==> src/rtl/rv32i_load_store_unit.sv <==
// RV32I data-memory stage: turns core load/store requests into word-bus accesses with
// byte enables and a req/ack handshake, stalling the core until the access completes.
module rv32i_load_store_unit #(
    parameter int unsigned TIMEOUT = 255,
    parameter int unsigned CNT_W   = 8
) (
    input  logic        sys_clk,
    input  logic        sys_reset,
    input  logic        memload_flag,
    input  logic        memstore_flag,
    input  logic [2:0]  func3,
    input  logic [31:0] mem_addr,
    input  logic [31:0] store_data,
    output logic [31:0] load_data,
    output logic        stall,
    output logic        done,
    output logic        fault,
    output logic        bus_req,
    output logic        bus_we,
    output logic [31:0] bus_addr,
    output logic [3:0]  bus_be,
    output logic [31:0] bus_wdata,
    input  logic        bus_ack,
    input  logic        bus_err,
    input  logic [31:0] bus_rdata
);

    typedef enum logic [1:0] {
        ST_IDLE = 2'b00,
        ST_REQ  = 2'b01,
        ST_DONE = 2'b10
    } state_t;

    localparam logic [CNT_W-1:0] CNT_LAST = CNT_W'(TIMEOUT - 32'd1);
    localparam logic [CNT_W-1:0] CNT_ONE  = CNT_W'(32'd1);
    localparam logic [CNT_W-1:0] CNT_ZERO = CNT_W'(32'd0);

    state_t            r_state;
    state_t            w_state_nxt;
    logic              r_bus_req;
    logic              r_bus_we;
    logic [31:0]       r_bus_addr;
    logic [3:0]        r_bus_be;
    logic [31:0]       r_bus_wdata;
    logic [31:0]       r_load_data;
    logic              r_done;
    logic              r_fault;
    logic [CNT_W-1:0]  r_cnt;
    logic [2:0]        r_func3;
    logic [1:0]        r_off;

    logic              w_bus_req_nxt;
    logic              w_done_nxt;
    logic              w_fault_nxt;
    logic [31:0]       w_load_data_nxt;
    logic [CNT_W-1:0]  w_cnt_nxt;
    logic              w_capture;
    logic              w_stall;
    logic              w_f3_ok;
    logic              w_misaligned;
    logic              w_any_req;
    logic              w_req_ok;

    function automatic logic [3:0] lane_be(input logic [1:0] size, input logic [1:0] off);
        case (size)
            2'b00:   lane_be = 4'b0001 << off;
            2'b01:   lane_be = 4'b0011 << {off[1], 1'b0};
            2'b10:   lane_be = 4'b1111;
            default: lane_be = 4'b0000;
        endcase
    endfunction

    function automatic logic [31:0] lane_wdata(input logic [1:0] size, input logic [31:0] sd);
        case (size)
            2'b00:   lane_wdata = {4{sd[7:0]}};
            2'b01:   lane_wdata = {2{sd[15:0]}};
            default: lane_wdata = sd;
        endcase
    endfunction

    function automatic logic [31:0] load_extend(input logic [2:0] f3, input logic [1:0] off,
                                                input logic [31:0] word);
        logic [7:0]  b;
        logic [15:0] h;
        case (off)
            2'b00:   b = word[7:0];
            2'b01:   b = word[15:8];
            2'b10:   b = word[23:16];
            default: b = word[31:24];
        endcase
        h = off[1] ? word[31:16] : word[15:0];
        case (f3)
            3'b000:  load_extend = {{24{b[7]}}, b};
            3'b001:  load_extend = {{16{h[15]}}, h};
            3'b010:  load_extend = word;
            3'b100:  load_extend = {24'h00_0000, b};
            3'b101:  load_extend = {16'h0000, h};
            default: load_extend = 32'h0000_0000;
        endcase
    endfunction

    assign w_any_req = memload_flag | memstore_flag;
    assign w_req_ok  = w_any_req & ~(memload_flag & memstore_flag) & w_f3_ok & ~w_misaligned;

    // Request legality: funct3 encoding for the access direction and natural alignment.
    always_comb begin
        w_f3_ok      = 1'b0;
        w_misaligned = 1'b0;
        if (memload_flag) begin
            case (func3)
                3'b000, 3'b001, 3'b010, 3'b100, 3'b101: w_f3_ok = 1'b1;
                default:                                w_f3_ok = 1'b0;
            endcase
        end else begin
            case (func3)
                3'b000, 3'b001, 3'b010: w_f3_ok = 1'b1;
                default:                w_f3_ok = 1'b0;
            endcase
        end
        case (func3[1:0])
            2'b01:   w_misaligned = mem_addr[0];
            2'b10:   w_misaligned = (mem_addr[1:0] != 2'b00);
            default: w_misaligned = 1'b0;
        endcase
    end

    // Next-state and handshake decisions; stall must react to the core in the same cycle.
    always_comb begin
        w_state_nxt     = r_state;
        w_bus_req_nxt   = r_bus_req;
        w_done_nxt      = 1'b0;
        w_fault_nxt     = 1'b0;
        w_load_data_nxt = 32'h0000_0000;
        w_cnt_nxt       = CNT_ZERO;
        w_capture       = 1'b0;
        w_stall         = 1'b0;
        case (r_state)
            ST_IDLE: begin
                w_stall = w_any_req;
                if (w_req_ok) begin
                    w_capture     = 1'b1;
                    w_bus_req_nxt = 1'b1;
                    w_state_nxt   = ST_REQ;
                end else if (w_any_req) begin
                    w_done_nxt  = 1'b1;
                    w_fault_nxt = 1'b1;
                    w_state_nxt = ST_DONE;
                end else begin
                    w_state_nxt = ST_IDLE;
                end
            end
            ST_REQ: begin
                w_stall = 1'b1;
                if (bus_ack) begin
                    w_bus_req_nxt = 1'b0;
                    w_done_nxt    = 1'b1;
                    w_fault_nxt   = bus_err;
                    w_state_nxt   = ST_DONE;
                    if (!r_bus_we && !bus_err) begin
                        w_load_data_nxt = load_extend(r_func3, r_off, bus_rdata);
                    end else begin
                        w_load_data_nxt = 32'h0000_0000;
                    end
                end else if (r_cnt == CNT_LAST) begin
                    w_bus_req_nxt = 1'b0;
                    w_done_nxt    = 1'b1;
                    w_fault_nxt   = 1'b1;
                    w_state_nxt   = ST_DONE;
                end else begin
                    w_cnt_nxt = r_cnt + CNT_ONE;
                end
            end
            ST_DONE: begin
                w_state_nxt = ST_IDLE;
            end
            default: begin
                w_state_nxt   = ST_IDLE;
                w_bus_req_nxt = 1'b0;
            end
        endcase
    end

    // FSM state register.
    always_ff @(posedge sys_clk or negedge sys_reset) begin
        if (!sys_reset) begin
            r_state <= ST_IDLE;
        end else begin
            r_state <= w_state_nxt;
        end
    end

    // Bus request fields are captured once on acceptance and held for the whole access.
    always_ff @(posedge sys_clk or negedge sys_reset) begin
        if (!sys_reset) begin
            r_bus_req   <= 1'b0;
            r_bus_we    <= 1'b0;
            r_bus_addr  <= 32'h0000_0000;
            r_bus_be    <= 4'b0000;
            r_bus_wdata <= 32'h0000_0000;
            r_load_data <= 32'h0000_0000;
            r_done      <= 1'b0;
            r_fault     <= 1'b0;
            r_cnt       <= CNT_ZERO;
            r_func3     <= 3'b000;
            r_off       <= 2'b00;
        end else begin
            r_bus_req   <= w_bus_req_nxt;
            r_load_data <= w_load_data_nxt;
            r_done      <= w_done_nxt;
            r_fault     <= w_fault_nxt;
            r_cnt       <= w_cnt_nxt;
            if (w_capture) begin
                r_bus_we    <= memstore_flag;
                r_bus_addr  <= {mem_addr[31:2], 2'b00};
                r_bus_be    <= lane_be(func3[1:0], mem_addr[1:0]);
                r_bus_wdata <= memstore_flag ? lane_wdata(func3[1:0], store_data) : 32'h0000_0000;
                r_func3     <= func3;
                r_off       <= mem_addr[1:0];
            end else begin
                r_bus_we    <= r_bus_we;
                r_bus_addr  <= r_bus_addr;
                r_bus_be    <= r_bus_be;
                r_bus_wdata <= r_bus_wdata;
                r_func3     <= r_func3;
                r_off       <= r_off;
            end
        end
    end

    assign load_data = r_load_data;
    assign stall     = w_stall;
    assign done      = r_done;
    assign fault     = r_fault;
    assign bus_req   = r_bus_req;
    assign bus_we    = r_bus_we;
    assign bus_addr  = r_bus_addr;
    assign bus_be    = r_bus_be;
    assign bus_wdata = r_bus_wdata;

endmodule

==> config.mk <==
export PLATFORM = sky130hd
export DESIGN_NAME = rv32i_load_store_unit
export DESIGN_NICKNAME = d
export VERILOG_FILES = /design/src/rtl/rv32i_load_store_unit.sv
export SDC_FILE = /design/constraint.sdc
export NUM_CORES = 1
export LEC_CHECK = 0
export ABC_AREA = 0
export BUFFER_PORTS_ARGS = -buffer_cell sky130_fd_sc_hd__buf_2
export CAP_MARGIN = 0
export CORE_MARGIN = 2
export CORE_UTILIZATION = 50
export CTS_CLUSTER_DIAMETER = 120
export DETAILED_ROUTE_END_ITERATION = 10
export PLACE_DENSITY_LB_ADDON = 0.15
export SYNTH_ARGS = -nofsm -noshare
export SYNTH_HDL_FRONTEND = slang
export SYNTH_SLANG_ARGS = --single-unit
==> constraint.sdc <==
create_clock -name sys_clk -period 2.9 [get_ports sys_clk]
set_clock_uncertainty 0.2 [all_clocks]
set_input_delay 0.87 -clock sys_clk [delete_from_list [all_inputs] [get_ports sys_clk]]
set_output_delay 0.87 -clock sys_clk [all_outputs]
set_load 0.02 [all_outputs]
* Word level (Yosys, flattened, before mapping)
Index checks and enable logic that the tools add are counted.
** Word-level totals
- Register bits after elaboration :: 117
- Word-level logic and storage cells :: 87
** Operators by class
- Add/sub/neg operators :: 1
- Equal/unequal tests :: 17
- Shift-type cells :: 2
- Mux-type cells :: 35
- Bitwise operators :: 8
- Reductions and logical operators :: 12
** Operators by type and width (number)
- 32-bit one-hot mux with 5 select lines :: 1
- 32-bit two-way mux :: 4
- 32-bit one-hot mux with 2 select lines :: 1
- 8-bit two-way mux :: 3
- 8-bit one-hot mux with 3 select lines :: 1
- 16-bit two-way mux :: 1
- 1-bit two-way mux :: 13
- 3-bit equality test (second input constant) :: 4
- 4-bit one-hot mux with 3 select lines :: 1
- 8-bit by 1-bit adder with 8-bit output (second input constant) :: 1
- 8-bit equality test (second input constant) :: 1
- 2-bit two-way mux :: 4
- 1-bit one-hot mux with 2 select lines :: 4
- 2-bit by 1-bit equality test with 1-bit output (second input constant) :: 3
- 2-bit equality test (second input constant) :: 3
- 3-bit by 1-bit equality test with 1-bit output (second input constant) :: 2
- 3-bit by 2-bit equality test with 1-bit output (second input constant) :: 2
- 2-bit zero test :: 3
- 3-bit zero test :: 2
- 5-bit OR reduction :: 1
- 1-bit AND :: 4
- 2-bit one-hot mux with 2 select lines :: 1
- 1-bit by 2-bit << shifter with 4-bit output (first input constant) :: 1
- 2-bit by 2-bit << shifter with 4-bit output (first input constant) :: 1
- 10 further kinds :: 13

* Logic depth before layout (Yosys ltp)
Gate-level depths: netlist (run 1).
- Depth after elaboration :: 8
- Mapped depth :: 9
- Depth with buffers taken out :: 6

* Worst setup path before layout (run 1)
Ideal clock, no wire load.
- Path kind :: input to register
- Start point :: input port memstore_flag
- End point :: register r_bus_addr[10] (netlist: bus_addr[10])
- Setup time :: 0.125 ns
- Arrival time :: 2.670 ns
- Slack :: -0.095 ns
- Stages on the path :: 9
- Cell sequence :: clkbuf_1 clkinv_1 ha_1 nor2b_1 a32oi_2 a211oi_2 buf_6 buf_6 mux2_4
** On the way
- Cells in the longest elaborated chain, start to end :: 7
** RTL lines
- start: declaration :: line 10 : input logic memstore_flag,
- 1-bit AND :: line 103 : assign w_req_ok = w_any_req & ~(memload_flag & memstore_flag) & w_f3_ok & ~w_misaligned;
- 1-bit inverter :: line 103
- 1-bit AND (*) (3 in series) :: line 103
- 1-bit two-way mux (*) :: line 140 : if (w_req_ok) begin
- 1-bit two-way mux (*) :: line 137 : case (r_state)
- end signal: assignment :: line 214 : r_bus_addr <= {mem_addr[31:2], 2'b00};
- end signal: assignment :: line 221 : r_bus_addr <= r_bus_addr;
- end: declaration :: line 42 : logic [31:0] r_bus_addr;
Mark *: on every way between the ends. The rest lies on a longest branch, timed or not.
A chain may end at the register's enable or synchronous reset.

* Worst setup path in the final report (run 1)
- Start point :: input port memload_flag
- End point :: output port stall
** On the way
- Cells in the longest elaborated chain, start to end :: 2
** RTL lines
- start: declaration :: line 9 : input logic memload_flag,
- 1-bit bitwise OR :: line 102 : assign w_any_req = memload_flag | memstore_flag;
- 1-bit one-hot mux with 2 select lines :: line 137
- end: declaration :: line 15 : output logic stall,
No other way between the ends.

==> results.md, run 1 <==
- CTS tree: done
- Drt wl/cell: 17.3 um
- GRT Util Overall: 0.250
- Die width: 110 um
- Clock share of power: 0.289
- GRT overflow: 0
- Post-cts resize count: 0
- RSZ-0062 raised after global routing: false
- Gate Count Post-Synth: 486
- Row count: 38
- Number of port buffers: 207
- Die Y: 110 um
- Number of global-route vias before repair: 4855
- Placeable core area: 10900 sq um
- Status: finished clean
- Worst setup path class: primary input to primary output
- Non-Filler Instances: 860
- Tmin final: 2.73 ns
- CTS Hold Buffers Added: 0
- HPWL after DPL: 10600 um
- Ant diodes: 0
- Post-synthesis cell area: 5660 sq um
- Endpoints failing setup: 0
- Min-delay worst type: primary input to asynchronous set/reset pin
- Pwr/cell area: 1010 nW/um^2
- DRC viols: 0
- Initial Utilization: 0.518
- Worst-path clk slew: 0.05 ns
- Net switching power: 2720 uW
- Initial antenna violation count: 0
- Worst IR Drop VDD: 0.635 mV
- Fin nets: 819
- Clock sink count: 117
- Synth Warn #: 0
- H-Tree Level Count: 4
- Sequential share of power: 0.331
- Syn_area_per_cell: 11.6 sq um
- Leak Pwr: 0.00387 uW
- Sw Ratio: 0.355
- Fin crit share: 0.943
- Synth top area share: 0.517
- WP data required: 1.83 ns
- Placed insts: 828
- Die area: 12200 sq um
- Fin. max-slew vios: 0
- Distinct cell type count after synthesis: 45
- DRT Wirelength: 14900 um
- Root buf cell: clkbuf_16
- Total negative setup slack: 0 ns
- First-pass GRT wire length: 24600 um
- # Max-Cap Violations: 0
- Initial DRC Count: 343
- Slew headroom: 0.535
- Vias: 4577
- Asr flop ratio synth: 1.00
- Final Hold Viols: 0
- DR vias/cell: 5.32
- CTS max path bufs: 2
- Endpoint class of the critical path: primary output
- Drt pass-1 iters: 4
- Critical path arrival: 1.66 ns
- Ys flop type: dfrtp_1
- Layout cells sized above 1: 0.474
- Seq/Total Area, Yosys: 0.517
- Antenna violation net count after detailed routing: 0
- Post-synth EDFFs: 0
- Dominant cell type by area after synthesis: dfrtp_1
- Setup Buffers After CTS: 0
- Comb pwr share: 0.380
- Area growth syn-to-layout: 33.8%
- CTS Buf Count: 17
- Ports: 210
- Startpoint class of the critical path: primary input
- Seq cells post-synth: 117
- Largest net degree at the start of global routing: 42
- CP max FO: 4
- Maximum clock frequency: 366 MHz
- P_int: 4940 uW
- Final RePlAce weighted congestion: 0.853
- Top post-synthesis cells by area: dfrtp_1, mux2_4, a21oi_1
- Slew @ Worst Pin: 0.697 ns
- Worst skew pair latency: 0.41 ns
==> worst paths after layout <==
kind	start	to	slack, ns	cells past startpoint
setup / recovery	memload_flag	stall	0.17	5
hold / removal	sys_reset	load_data[29]	0.19	1
setup reg to reg	r_state[1]	bus_addr[27]	0.77	4
max in group asynchronous	sys_reset	bus_addr[26]	1.64	2
min in group sys_clk	bus_wdata[11]	bus_wdata[11]	0.30	1
hold reg to reg	bus_wdata[11]	bus_wdata[11]	0.30	1
==> kinds of logic (layout without fill, tap and decap cells) <==
group / count (synthesis) / after routing / synth area share
compound gates: 95 / 95 / 0.105
xor+xnor: 6 / 6 / 0.00928
fa+ha+maj: 7 / 7 / 0.0155
buf+inv: 47 / 280 / 0.0424
flops: 117 / 117 / 0.517
mux: 87 / 87 / 0.217
other cells: 1 / 2 / 0.000662
simple gates: 126 / 126 / 0.0935
==> layout make-up <==
| cell class | instances | area [sq um] |
|---|---|---|
| clock inverters | 15 | 205 |
| multi-input cells | 323 | 2500 |
| flip-flops and latches | 117 | 2930 |
| clock buffers | 17 | 425 |
| repair buffers | 231 | 1270 |
| inverters | 17 | 65.1 |
| well taps | 140 | 175 |
| fillers | 871 | 3360 |
==> flip-flops by register name, summed over array words and instances, names as in the netlist <==
register	count
bus_wdata	32
load_data	32
bus_addr	30
r_cnt	8
bus_be	4
r_func3	3
r_off	2
r_state	2
bus_req	1
bus_we	1
done	1
fault	1
==> cell usage in the layout (no fill, tap or decap), types with 4 or more instances in the layout <==
cell type	Yosys	final
nand2_1	51	51
mux4_2	7	7
nor2_1	53	53
bufinv_16	0	4
a22o_1	8	8
mux2_2	15	15
buf_2	6	206
mux2_4	50	50
nand3_1	8	8
a22oi_1	8	8
ha_1	7	7
clkbuf_16	0	17
clkinv_4	0	5
inv_1	16	16
mux2i_1	15	15
o21ai_0	11	11
buf_12	0	4
dfrtp_1	117	117
a21oi_1	54	54
buf_4	3	21
xor2_1	5	5
==> Yosys cell counts, drive strengths merged (2+ instances only) <==
| master | count |
|---|---|
| mux2 | 65 |
| clkbuf | 15 |
| mux2i | 15 |
| nand2b | 2 |
| buf | 15 |
| a22oi | 8 |
| a21oi | 54 |
| inv | 16 |
| nor2b | 2 |
| dfrtp | 117 |
| nand3 | 8 |
| o32ai | 3 |
| mux4 | 7 |
| nand2 | 51 |
| xor2 | 5 |
| nor2 | 53 |
| a22o | 8 |
| o21ai | 11 |
| or2 | 2 |
| ha | 7 |
| nand4 | 2 |
==> metrics by stage <==
stage / power, uW / area [sq um] / setup WS, ns / util / hold WS (ns)
after floorplan: 4490 / 5670 / 0.0860 / - / 0.275
after global placement: 5370 / 6940 / 0.0205 / 0.635 / 0.287
after detailed placement: 5450 / 6940 / -0.0284 / 0.635 / 0.291
after CTS: 7710 / 7570 / 0.178 / 0.692 / 0.195
after global routing: 8060 / 7570 / 0.135 / 0.692 / 0.212
final: 7660 / 7570 / 0.166 / 0.692 / 0.189
==> worst max-delay path, cell delays in order <==
cell	delay, ns
buf_2	0.10
inv_1	0.04
ha_1	0.24
a21oi_1	0.21
buf_2	0.20
==> layer usage <==
layer / track usage / routed length [um] / share of wire
met1: 0.314 / 6150 / 0.41
met2: 0.413 / 7300 / 0.49
met3: 0.0741 / 1180 / 0.079
met4: 0.0883 / 240 / 0.016
met5: 0 / 0 / 0
==> power by group through the flow <==
stage | registers (uW) | clock network, uW | logic [uW]
after CTS | 2540 | 2240 | 2920
after global placement | 2540 | 0 | 2830
after detailed placement | 2540 | 0 | 2910
after global routing | 2610 | 2330 | 3110
final | 2540 | 2210 | 2910
after floorplan | 3030 | 0 | 1460
No activity file was read; power rests on OpenSTA's default activity.
==> run 2, diff against run 1 <==
--- a/config.mk
+++ b/config.mk
@@ -8,8 +8,10 @@
 export ABC_AREA = 0
 export BUFFER_PORTS_ARGS = -buffer_cell sky130_fd_sc_hd__buf_2
 export CAP_MARGIN = 0
+export CELL_PAD_IN_SITES_DETAIL_PLACEMENT = 2
+export CELL_PAD_IN_SITES_GLOBAL_PLACEMENT = 2
 export CORE_MARGIN = 2
-export CORE_UTILIZATION = 50
+export CORE_UTILIZATION = 31
 export CTS_CLUSTER_DIAMETER = 120
 export DETAILED_ROUTE_END_ITERATION = 10
 export PLACE_DENSITY_LB_ADDON = 0.15
==> results.md, run 2 (synthesis results as in run 1) <==
- DR vias/cell: 4.95
- CP max FO: 4
- H-Tree Level Count: 4
- CTS max path bufs: 2
- Initial DRC Count: 161
- Endpoint class of the critical path: primary output
- Antenna violation net count after detailed routing: 0
- Crit-path cells: buf_2, clkinv_2, ha_1, a21oi_1, buf_2
- Worst setup path class: primary input to primary output
- Worst Reg-to-Reg Cells: 4
- Reg2reg setup slack: 0.70 ns
- Initial Utilization: 0.315
- Fin nets: 822
- Min-delay worst type: primary input to asynchronous set/reset pin
- Initial antenna violation count: 4
- Most common cell after layout, fill and taps aside: buf_2
- Placeable core area: 18000 sq um
- Row count: 49
- Area growth syn-to-layout: 36.2%
- CTS Buf Count: 17
- GRT Util Overall: 0.204
- Most frequent cells in the layout: buf_2, dfrtp_1, a21oi_1
- Number of global-route vias before repair: 5450
- Critical path endpoint: stall
- DRT Wirelength: 19000 um
- CTS Hold Buffers Added: 0
- Endpoints failing setup: 0
- Setup Buffers After CTS: 0
- Status: finished clean
- Placed standard-cell area: 7070 sq um
- Drt pass-1 iters: 4
- Vias: 4720
- Total power: 7820 uW
- First-pass GRT wire length: 30900 um
- Tmin final: 2.73 ns
- GRT overflow: 0
- Post-route cell area: 7710 sq um
- Die width: 139 um
- Final RePlAce weighted congestion: 0.789
- Worst path max stage delay: 0.25 ns
- Reg2Reg Capture Point: load_data[10]
- Post-cts resize count: 0
- Leak Pwr: 0.00388 uW
- Crit path launch: memstore_flag
- Die Y: 139 um
- Pwr/cell area: 1010 nW/um^2
- DRC viols: 0
- Ports: 210
- # Max-Cap Violations: 0
- Slew headroom: 0.449
- Bufs and invs on worst path: 3
- Root buf cell: clkbuf_16
- FF-to-FF Start: r_func3[1]
- Fin. max-slew vios: 0
- Die area: 19400 sq um
- Highest-delay cell along the critical path: ha_1
- Final Hold Viols: 0
- RSZ-0062 raised after global routing: false
- Startpoint class of the critical path: primary input
- Fin crit share: 0.941
- WP data required: 1.83 ns
- Largest net degree at the start of global routing: 45
- Clock sink count: 117
- Drt wl/cell: 19.9 um
- Most frequent CP cell: buf_2
- Critical path arrival: 1.66 ns
- Worst IR Drop VDD: 0.485 mV
- CTS tree: done
- Worst skew pair latency: 0.42 ns
- Number of port buffers: 207
- Worst-path clk slew: 0.06 ns
- WP depth: 5
- Crit path max-delay family: buffers and inverters
- Maximum clock frequency: 367 MHz
- Slew @ Worst Pin: 0.825 ns
- HPWL after DPL: 13900 um
- Layout cells sized above 1: 0.474
==> run 2: cell count changes in the layout (fill, tap and decap cells not counted), sizes merged <==
| cell | before | now |
|---|---|---|
| buf | 231 | 234 |
| bufinv | 4 | 3 |
| clkbuf | 17 | 22 |
| clkinv | 8 | 3 |
| diode | 0 | 2 |
| inv | 17 | 18 |
==> run 2: cell type report <==
class	count	area, sq um
fillers	1941	10300
flip-flops and latches	117	2930
multi-input cells	323	2500
repair buffers	234	1290
clock buffers	22	484
well taps	229	287
clock inverters	10	144
inverters	17	65.1
diodes	2	5.00
==> run 2: worst min path at each step <==
stage | endpoint | cells past startpoint
CTS | load_data[28] | 1
detailed placement | bus_addr[30] | 1
global placement | bus_wdata[19] | 1
floorplan | bus_req | 1
global route | load_data[28] | 1
finish | load_data[28] | 1
==> run 2: per-stage QoR <==
step | instances | setup slack (ns) | hold WS (ns) | util | TNS, ns
after global routing | 954 | 0.0845 | 0.227 | 0.429 | 0
after floorplan | 487 | 0.0860 | 0.275 | - | 0
final | 954 | 0.172 | 0.201 | 0.429 | 0
after global placement | 920 | -0.0132 | 0.289 | 0.394 | -0.0896
after detailed placement | 920 | -0.0829 | 0.289 | 0.394 | -2.10
after CTS | 952 | 0.121 | 0.207 | 0.429 | 0
==> run 2: per-layer routing <==
| layer | GRT usage | share of wire | wire [um] |
|---|---|---|---|
| met5 | 0 | 0.0014 | 27 |
| met4 | 0.0744 | 0.016 | 298 |
| met2 | 0.356 | 0.52 | 9830 |
| met1 | 0.241 | 0.41 | 7810 |
| met3 | 0.0577 | 0.054 | 1030 |
==> run 2: report_power, final <==
part | switching, uW | internal, uW
combinational | 1670 | 1360
clock | 794 | 1450
sequential | 397 | 2150
==> run 3, diff against run 2 <==
--- a/config.mk
+++ b/config.mk
@@ -14,6 +14,7 @@
 export CORE_UTILIZATION = 31
 export CTS_CLUSTER_DIAMETER = 120
 export DETAILED_ROUTE_END_ITERATION = 10
+export MAX_ROUTING_LAYER = met4
 export PLACE_DENSITY_LB_ADDON = 0.15
 export SYNTH_ARGS = -nofsm -noshare
 export SYNTH_HDL_FRONTEND = slang
==> results.md, run 3 (synthesis results as in run 1) <==
- Dpl ws: -0.0829 ns
- Ports: 210
- Initial Utilization: 0.315
- DRT Wirelength: 19000 um
- First-pass GRT wire length: 30900 um
- Drt pass-1 iters: 4
- CP max FO: 4
- Placed standard-cell area: 7070 sq um
- Met2 Track Usage GR: 0.355
- Min-delay worst type: primary input to asynchronous set/reset pin
- Final RePlAce weighted congestion: 0.800
- Post-route cell area: 7710 sq um
- CTS tree: done
- Endpoints failing setup: 0
- Die area: 19400 sq um
- Worst-path clk slew: 0.06 ns
- Most common cell after layout, fill and taps aside: buf_2
- Met1 GRT Util: 0.245
- Die width: 139 um
- Startpoint class of the critical path: primary input
- Fin nets: 822
- P_int: 4950 uW
- Slew @ Worst Pin: 0.808 ns
- Highest-delay cell along the critical path: ha_1
- Endpoint class of the critical path: primary output
- Total negative setup slack: 0 ns
- Critical path arrival: 1.66 ns
- Row count: 49
- Pwr/cell area: 1010 nW/um^2
- Layout cells sized above 1: 0.474
- Setup Buffers After CTS: 0
- Antenna violation net count after detailed routing: 0
- Tmin final: 2.73 ns
- Final setup margin: 0.170 ns
- GRT overflow: 0
- Largest net degree at the start of global routing: 45
- Worst IR Drop VDD: 0.484 mV
- Fin. max-slew vios: 0
- GRT Util Overall: 0.211
- RSZ-0062 raised after global routing: false
- Worst setup path class: primary input to primary output
- Final Util: 0.429
- Status: finished clean
- Most frequent cells in the layout: buf_2, dfrtp_1, a21oi_1
- Net switching power: 2860 uW
- Sequential share of power: 0.326
- Top Usage Layer GRT: met2
- CTS Hold Buffers Added: 0
- Area growth syn-to-layout: 36.3%
- Crit-path cells: buf_2, clkinv_2, ha_1, a21oi_1, buf_2
- Slew headroom: 0.460
- Sw Ratio: 0.366
- HPWL after DPL: 13900 um
- Comb pwr share: 0.388
- Bufs and invs on worst path: 3
- Clock share of power: 0.287
- CTS max path bufs: 2
- Placeable core area: 18000 sq um
- DRC viols: 0
- WP data required: 1.83 ns
- # Max-Cap Violations: 0
- Most frequent CP cell: buf_2
- CTS Buf Count: 17
- Number of port buffers: 207
- Initial DRC Count: 144
- Number of global-route vias before repair: 5431
- Die Y: 139 um
- Hold_ws: 0.201 ns
- Clock sink count: 117
- Vias: 4728
- Initial antenna violation count: 4
- Drt wl/cell: 19.8 um
- H-Tree Level Count: 4
- Leak Pwr: 0.00388 uW
- Root buf cell: clkbuf_16
- DR vias/cell: 4.95
- Crit path max-delay family: buffers and inverters
- Met3 GRT Util: 0.0552
- Worst skew pair latency: 0.42 ns
- Final Hold Viols: 0
- Maximum clock frequency: 366 MHz
- Worst path max stage delay: 0.25 ns
- Fin crit share: 0.941
- Post-cts resize count: 0
[run 3: cell types whose count changed in the layout (fill, tap and decap cells not counted)]
cell / previous run / this run
diode_2: 2 / 4
[run 3: area by class of cell]
type / instances / area (sq um)
Timing Repair Buffer: 234 / 1290
Multi-Input combinational cell: 323 / 2500
Clock inverter: 10 / 144
Antenna cell: 4 / 10.0
Inverter: 17 / 65.1
Clock buffer: 22 / 484
Fill cell: 1940 / 10300
Tap cell: 229 / 287
Sequential cell: 117 / 2930
[run 3: final timing paths]
kind | from | to | depth (start not counted) | slack [ns]
max | memstore_flag | stall | 5 | 0.17
min | sys_reset | load_data[28] | 1 | 0.20
max reg2reg | r_func3[1] | load_data[10] | 4 | 0.72
min reg2reg | bus_addr[10] | bus_addr[10] | 1 | 0.31
max in group asynchronous | sys_reset | bus_addr[13] | 2 | 1.63
min in group sys_clk | bus_addr[10] | bus_addr[10] | 1 | 0.31
[run 3: through the flow]
| stage | instances | power, uW |
|---|---|---|
| floorplan | 487 | 4490 |
| global placement | 920 | 5490 |
| detailed placement | 920 | 5610 |
| CTS | 952 | 7940 |
| global route | 956 | 8260 |
| finish | 956 | 7820 |
[run 3: layer usage]
metal,part of all wire,routed length [um],vias up
met3,0.051,973,24
met5,0,0,-
met1,0.42,7920,2404
met2,0.51,9740,159
li1,-,-,2141
met4,0.018,334,0
[run 3: power groups by stage]
stage / Combinational [uW] / Sequential (uW) / Clock (uW)
finish: 3030 / 2540 / 2240
detailed placement: 3050 / 2560 / 0
global route: 3250 / 2630 / 2370
CTS: 3080 / 2560 / 2300
global placement: 2960 / 2530 / 0
floorplan: 1460 / 3030 / 0
